### config.mk
export PLATFORM = sky130hd
export DESIGN_NAME = hilo_muldiv_ctrl
export DESIGN_NICKNAME = d
export VERILOG_FILES = /design/src/rtl/hilo_muldiv_ctrl.sv
export SDC_FILE = /design/constraint.sdc
export NUM_CORES = 2
export LEC_CHECK = 0
export CORE_UTILIZATION = 40
export CTS_BUF_LIST = sky130_fd_sc_hd__clkbuf_2 sky130_fd_sc_hd__clkbuf_4 sky130_fd_sc_hd__clkbuf_8
export CTS_CLUSTER_DIAMETER = 50
export DETAILED_ROUTE_END_ITERATION = 8
export PLACE_DENSITY = 0.59
export SYNTH_ARGS = -nofsm -noshare
export SYNTH_HDL_FRONTEND = slang
export SYNTH_SLANG_ARGS = --single-unit
export TNS_END_PERCENT = 30
### constraint.sdc
create_clock -name clk -period 19 [get_ports clk]
set_input_delay 3.8 -clock clk [delete_from_list [all_inputs] [get_ports clk]]
set_output_delay 3.8 -clock clk [all_outputs]
set_load 0.02 [all_outputs]
### src/rtl/hilo_muldiv_ctrl.sv
// HI/LO multiply/divide sequencer: fixed-latency multiply, 32-step restoring
// divide, and direct MTHI/MTLO writes. busy stalls execute while an op is in flight.
module hilo_muldiv_ctrl #(
  parameter int MUL_LAT = 3
) (
  input  logic        clk,
  input  logic        reset,
  input  logic        start,
  input  logic [2:0]  op,
  input  logic [31:0] a,
  input  logic [31:0] b,
  input  logic        flush,
  output logic        busy,
  output logic        done,
  output logic [31:0] hi,
  output logic [31:0] lo
);

  typedef enum logic [1:0] {IDLE, MUL, DIV, FIX} state_t;

  localparam logic [2:0] OP_MULT  = 3'd0;
  localparam logic [2:0] OP_MULTU = 3'd1;
  localparam logic [2:0] OP_DIV   = 3'd2;
  localparam logic [2:0] OP_DIVU  = 3'd3;
  localparam logic [2:0] OP_MTHI  = 3'd4;
  localparam logic [2:0] OP_MTLO  = 3'd5;
  localparam logic [4:0] MUL_CNT  = 5'(MUL_LAT - 1);

  state_t      state_reg, state_next;
  logic [4:0]  cnt_reg, cnt_next;
  logic [63:0] prod_reg, prod_next;
  logic [31:0] hi_reg, hi_next;
  logic [31:0] lo_reg, lo_next;
  logic        done_reg, done_next;
  logic [31:0] divisor_reg, divisor_next;
  logic [31:0] quot_reg, quot_next;
  logic [31:0] rem_reg, rem_next;
  logic        qs_reg, qs_next;
  logic        rs_reg, rs_next;

  // Sign-extending only for MULT makes the low 64 bits of one multiplier
  // correct for both signed and unsigned forms.
  logic        mul_signed;
  logic [63:0] mul_a, mul_b, mul_prod;
  logic        div_signed;
  logic [31:0] a_abs, b_abs;
  logic [32:0] shifted;
  logic        fits;

  always_comb begin
    mul_signed = (op == OP_MULT);
    mul_a      = {{32{a[31] & mul_signed}}, a};
    mul_b      = {{32{b[31] & mul_signed}}, b};
    mul_prod   = mul_a * mul_b;
    div_signed = (op == OP_DIV);
    a_abs      = (div_signed && a[31]) ? (32'd0 - a) : a;
    b_abs      = (div_signed && b[31]) ? (32'd0 - b) : b;
    shifted    = {rem_reg, quot_reg[31]};
    fits       = (shifted >= {1'b0, divisor_reg});
  end

  always_comb begin
    state_next   = state_reg;
    cnt_next     = cnt_reg;
    prod_next    = prod_reg;
    hi_next      = hi_reg;
    lo_next      = lo_reg;
    done_next    = 1'b0;
    divisor_next = divisor_reg;
    quot_next    = quot_reg;
    rem_next     = rem_reg;
    qs_next      = qs_reg;
    rs_next      = rs_reg;

    case (state_reg)
      IDLE: begin
        if (start && !flush) begin
          case (op)
            OP_MULT, OP_MULTU: begin
              prod_next  = mul_prod;
              cnt_next   = MUL_CNT;
              state_next = MUL;
            end
            OP_DIV, OP_DIVU: begin
              divisor_next = b_abs;
              quot_next    = a_abs;
              rem_next     = 32'd0;
              qs_next      = div_signed & (a[31] ^ b[31]);
              rs_next      = div_signed & a[31];
              cnt_next     = 5'd31;
              state_next   = DIV;
            end
            OP_MTHI: hi_next = a;
            OP_MTLO: lo_next = a;
            default: ;
          endcase
        end
      end
      MUL: begin
        if (flush) begin
          state_next = IDLE;
        end else if (cnt_reg == 5'd0) begin
          {hi_next, lo_next} = prod_reg;
          done_next          = 1'b1;
          state_next         = IDLE;
        end else begin
          cnt_next = cnt_reg - 5'd1;
        end
      end
      DIV: begin
        if (flush) begin
          state_next = IDLE;
        end else begin
          // Remainder stays below the divisor, so the low 32 bits always hold it.
          rem_next  = fits ? 32'(shifted - {1'b0, divisor_reg}) : shifted[31:0];
          quot_next = {quot_reg[30:0], fits};
          if (cnt_reg == 5'd0) begin
            state_next = FIX;
          end else begin
            cnt_next = cnt_reg - 5'd1;
          end
        end
      end
      FIX: begin
        if (flush) begin
          state_next = IDLE;
        end else begin
          if (divisor_reg != 32'd0) begin
            lo_next = qs_reg ? (32'd0 - quot_reg) : quot_reg;
            hi_next = rs_reg ? (32'd0 - rem_reg) : rem_reg;
          end
          done_next  = 1'b1;
          state_next = IDLE;
        end
      end
      default: state_next = IDLE;
    endcase
  end

  always_ff @(posedge clk or posedge reset) begin
    if (reset) begin
      state_reg   <= IDLE;
      cnt_reg     <= 5'd0;
      prod_reg    <= 64'd0;
      hi_reg      <= 32'd0;
      lo_reg      <= 32'd0;
      done_reg    <= 1'b0;
      divisor_reg <= 32'd0;
      quot_reg    <= 32'd0;
      rem_reg     <= 32'd0;
      qs_reg      <= 1'b0;
      rs_reg      <= 1'b0;
    end else begin
      state_reg   <= state_next;
      cnt_reg     <= cnt_next;
      prod_reg    <= prod_next;
      hi_reg      <= hi_next;
      lo_reg      <= lo_next;
      done_reg    <= done_next;
      divisor_reg <= divisor_next;
      quot_reg    <= quot_next;
      rem_reg     <= rem_next;
      qs_reg      <= qs_next;
      rs_reg      <= rs_next;
    end
  end

  assign busy = (state_reg != IDLE);
  assign done = done_reg;
  assign hi   = hi_reg;
  assign lo   = lo_reg;

endmodule
==> summary.md <==
| Metric | Value |
|---|---|
| Yosys warnings | `0` |
| Register area | `5860 um2` |
| Fin crit period | `12610 ps` |
| HP Class | `reg2reg` |
| Die Wd | `363 um` |
| Initial Utilization | `0.403` |
| Worst Clk Skew | `30.8 ps` |
| Top cells by area, synth | `fa_1 43%, dfrtp_1 11%, inv_1 8.4%, nand2_1 7.1%, ha_1 6.1%` |
| Placed insts | `7493` |
| Vias in the first global route | `42400` |
| Cts hold-fix bufs | `0` |
| DRT Pass-1 Iters | `6` |
| Drt drc | `0` |
| Port Buffers | `136` |
| End point of the critical path | `prod_reg[57]$_DFFE_PP0P_` |
| Unique masters post-synth | `76` |
| Worst-path clk slew | `70 ps` |
| Status | `complete, no violations` |
| WL met3 | `12800 um` |
| Mapped Cells | `5897` |
| Top delay family on crit path | `adder cells` |
| CTS max path bufs | `3` |
| Buf/Inv on CP | `7` |
| Post-CTS sizing | `0` |
| Number of synthesized flops with an enable pin | `0` |
| Max-slew headroom | `0.211` |
| Post-Syn Area | `52100 um2` |
| Final slew viol count | `0` |
| Unrepaired setup endpoints after global routing | `no` |
| Final number of hold-violating endpoints | `0` |
| Final setup fails | `0` |
| Initial antenna violation count | `11` |
| Worst-Margin Slew | `1180 ps` |
| Setup_tns | `0 ps` |
| Yosys reg bits | `234` |
| Highest clock rate | `79.3 MHz` |
| Met2 WL | `74800 um` |
| FF-to-FF path depth | `12` |
| Area leader, netlist | `fa_1` |
| R2r endpoint | `rem_reg[26]$_DFFE_PP0P_` |
| Routed length per placed instance | `21.6 um` |
| Ys flop type | `dfrtp_1` |
| Share of cells above drive strength 1 | `0.0412` |
| Core area | `129000 um2` |
| Global-route wire length before repair | `257000 um` |
| Die area | `132000 um2` |
| Via count | `40200` |
| Cell count along the critical path | `30` |
| Pin count of the biggest net entering global routing | `125` |
| Final hold slack | `477 ps` |
| Asr flop ratio synth | `1.00` |
| Ports | `137` |
| GRT Util Overall | `0.255` |
| Critical path's most frequent cell | `fa_1` |
| Commonest non-fill, non-tap cell in the layout | `inv_1` |
| Highest Signal Layer | `met5` |
| R2R Setup Slk | `14820 ps` |
| Final period utilization | `0.664` |
| CTS tree | `built` |
| Final net count | `7245` |
| Die height | `363 um` |
| Setup CP Type | `in2reg` |
| Num Clock Sinks | `234` |
| Multi-input gate area | `40500 um2` |
| Gr ovfl total | `0` |
| Post-synthesis sequential area ratio | `0.112` |
| Via-per-instance ratio | `5.32` |
| Area delta synth->final | `6.61%` |
| Dpl hpwl | `119000 um` |
| Initial DRC Count | `3213` |
| Fill count | `12700` |
| Worst setup EP type | `flop` |
| CP max FO | `17` |
| Worst path arrival time | `13070 ps` |
| Clock root buffer | `clkbuf_8` |
| GP Congestion | `0.897` |
| Clk_lat worst skew | `590 ps` |
| CTS buffer count | `40` |
| Post-Layout Cell Count | `7567` |
| DRT Wirelength | `164000 um` |
| FP Rows | `132` |
| Share of Yosys cell area claimed by the top area cell type | `0.432` |
| Final ANT Viol Nets | `0` |
| Post-CTS setup buffers | `0` |
| Mean Syn Cell Area | `8.84 um2` |
| Max stage delay on crit path | `670 ps` |
| Maxcap violations | `0` |
| Max reg flops | `64` |
| WL met1 | `69700 um` |
| R2r startpoint | `divisor_reg[1]$_DFFE_PP0P_` |
| Synth Net Count | `7349` |
| Crit path launch type | `input pin` |
| Worst EP required | `19460 ps` |
| Most frequent cells in the layout | `1168 x inv_1, 1126 x fa_1, 984 x nand2_1` |
| CP startpoint | `op[1]` |
| CP max stage cell | `and2_1` |
| H-tree depth | `2` |
[worst register-to-register path: stages, from the launching register on]
cell and delay, ps:
dfrtp_1 450, inv_1 130, ha_1 320, nor2b_1 130, o21a_1 130, o21ai_0 210, a21oi_1 400, a21oi_1 200
o31a_1 350, o41ai_2 550, a31o_2 690, nand2_1 250, o21ai_0 250
[worst min-delay path by stage]
stage,start,endpoint,slack [ps],depth (start not counted)
floorplan,prod_reg[38]$_DFFE_PP0P_,prod_reg[38]$_DFFE_PP0P_,440,2
global placement,prod_reg[0]$_DFFE_PP0P_,prod_reg[0]$_DFFE_PP0P_,460,2
detailed placement,prod_reg[0]$_DFFE_PP0P_,prod_reg[0]$_DFFE_PP0P_,470,2
CTS,lo[13]$_DFFE_PP0P_,lo[13]$_DFFE_PP0P_,480,2
global route,prod_reg[3]$_DFFE_PP0P_,prod_reg[3]$_DFFE_PP0P_,500,2
finish,lo[6]$_DFFE_PP0P_,lo[6]$_DFFE_PP0P_,480,2
[kinds of logic (layout without fill, tap and decap cells)]
group                      after synthesis  in the layout  synth area share
DFF                                    234            234             0.112
other                                    0              4                 0
and+or+nand+nor                       1760           1760             0.155
adders and majority gates             1381           1381             0.494
buffers and inverters                 1538           1462             0.111
AOI/OAI and AO/OA                      756            756            0.0888
muxes                                   10             10           0.00194
xor gates and xnor gates               218            218            0.0366
[layer usage]
metal  up-vias  track usage
met5         -            0
met4         4       0.0826
met3       279       0.0373
met1     20800        0.355
li1      17600            -
met2      1580        0.409
[layout make-up]
| type | instances | share of cell area |
|---|---|---|
| antenna | 4 | 0.000180 |
| clock buffer | 60 | 0.0132 |
| clock inverter | 10 | 0.00115 |
| inverter | 1169 | 0.0791 |
| multi-input combinational | 4125 | 0.729 |
| sequential | 234 | 0.105 |
| tap | 1742 | 0.0392 |
| timing repair buffer | 223 | 0.0326 |
[Yosys cell counts, types with 24 or more instances]
cell and n:
nand2_1 984, xor2_1 64, inv_1 1169, and3_1 24, clkbuf_1 303, buf_1 58
and2_1 378, a21o_1 36, nand2b_1 24, o31ai_1 33, a31oi_1 32, a221oi_1 34
nor3_1 32, dfrtp_1 234, ha_1 255, nand3_1 39, o21ai_0 260, a21oi_1 208
nor2_1 173, xnor2_1 154, fa_1 1126
[metrics by stage]
step | utilization | area [um2] | setup slack [ps]
detailed placement | 0.424 | 54800 | 5770
global placement | 0.424 | 54800 | 5930
global route | 0.430 | 55600 | 5850
CTS | 0.430 | 55600 | 6400
floorplan | - | 52100 | 7090
finish | 0.430 | 55600 | 6390
Power is not shown: default switching activity piles up to over one toggle a cycle in this logic, so the estimate is an artifact.
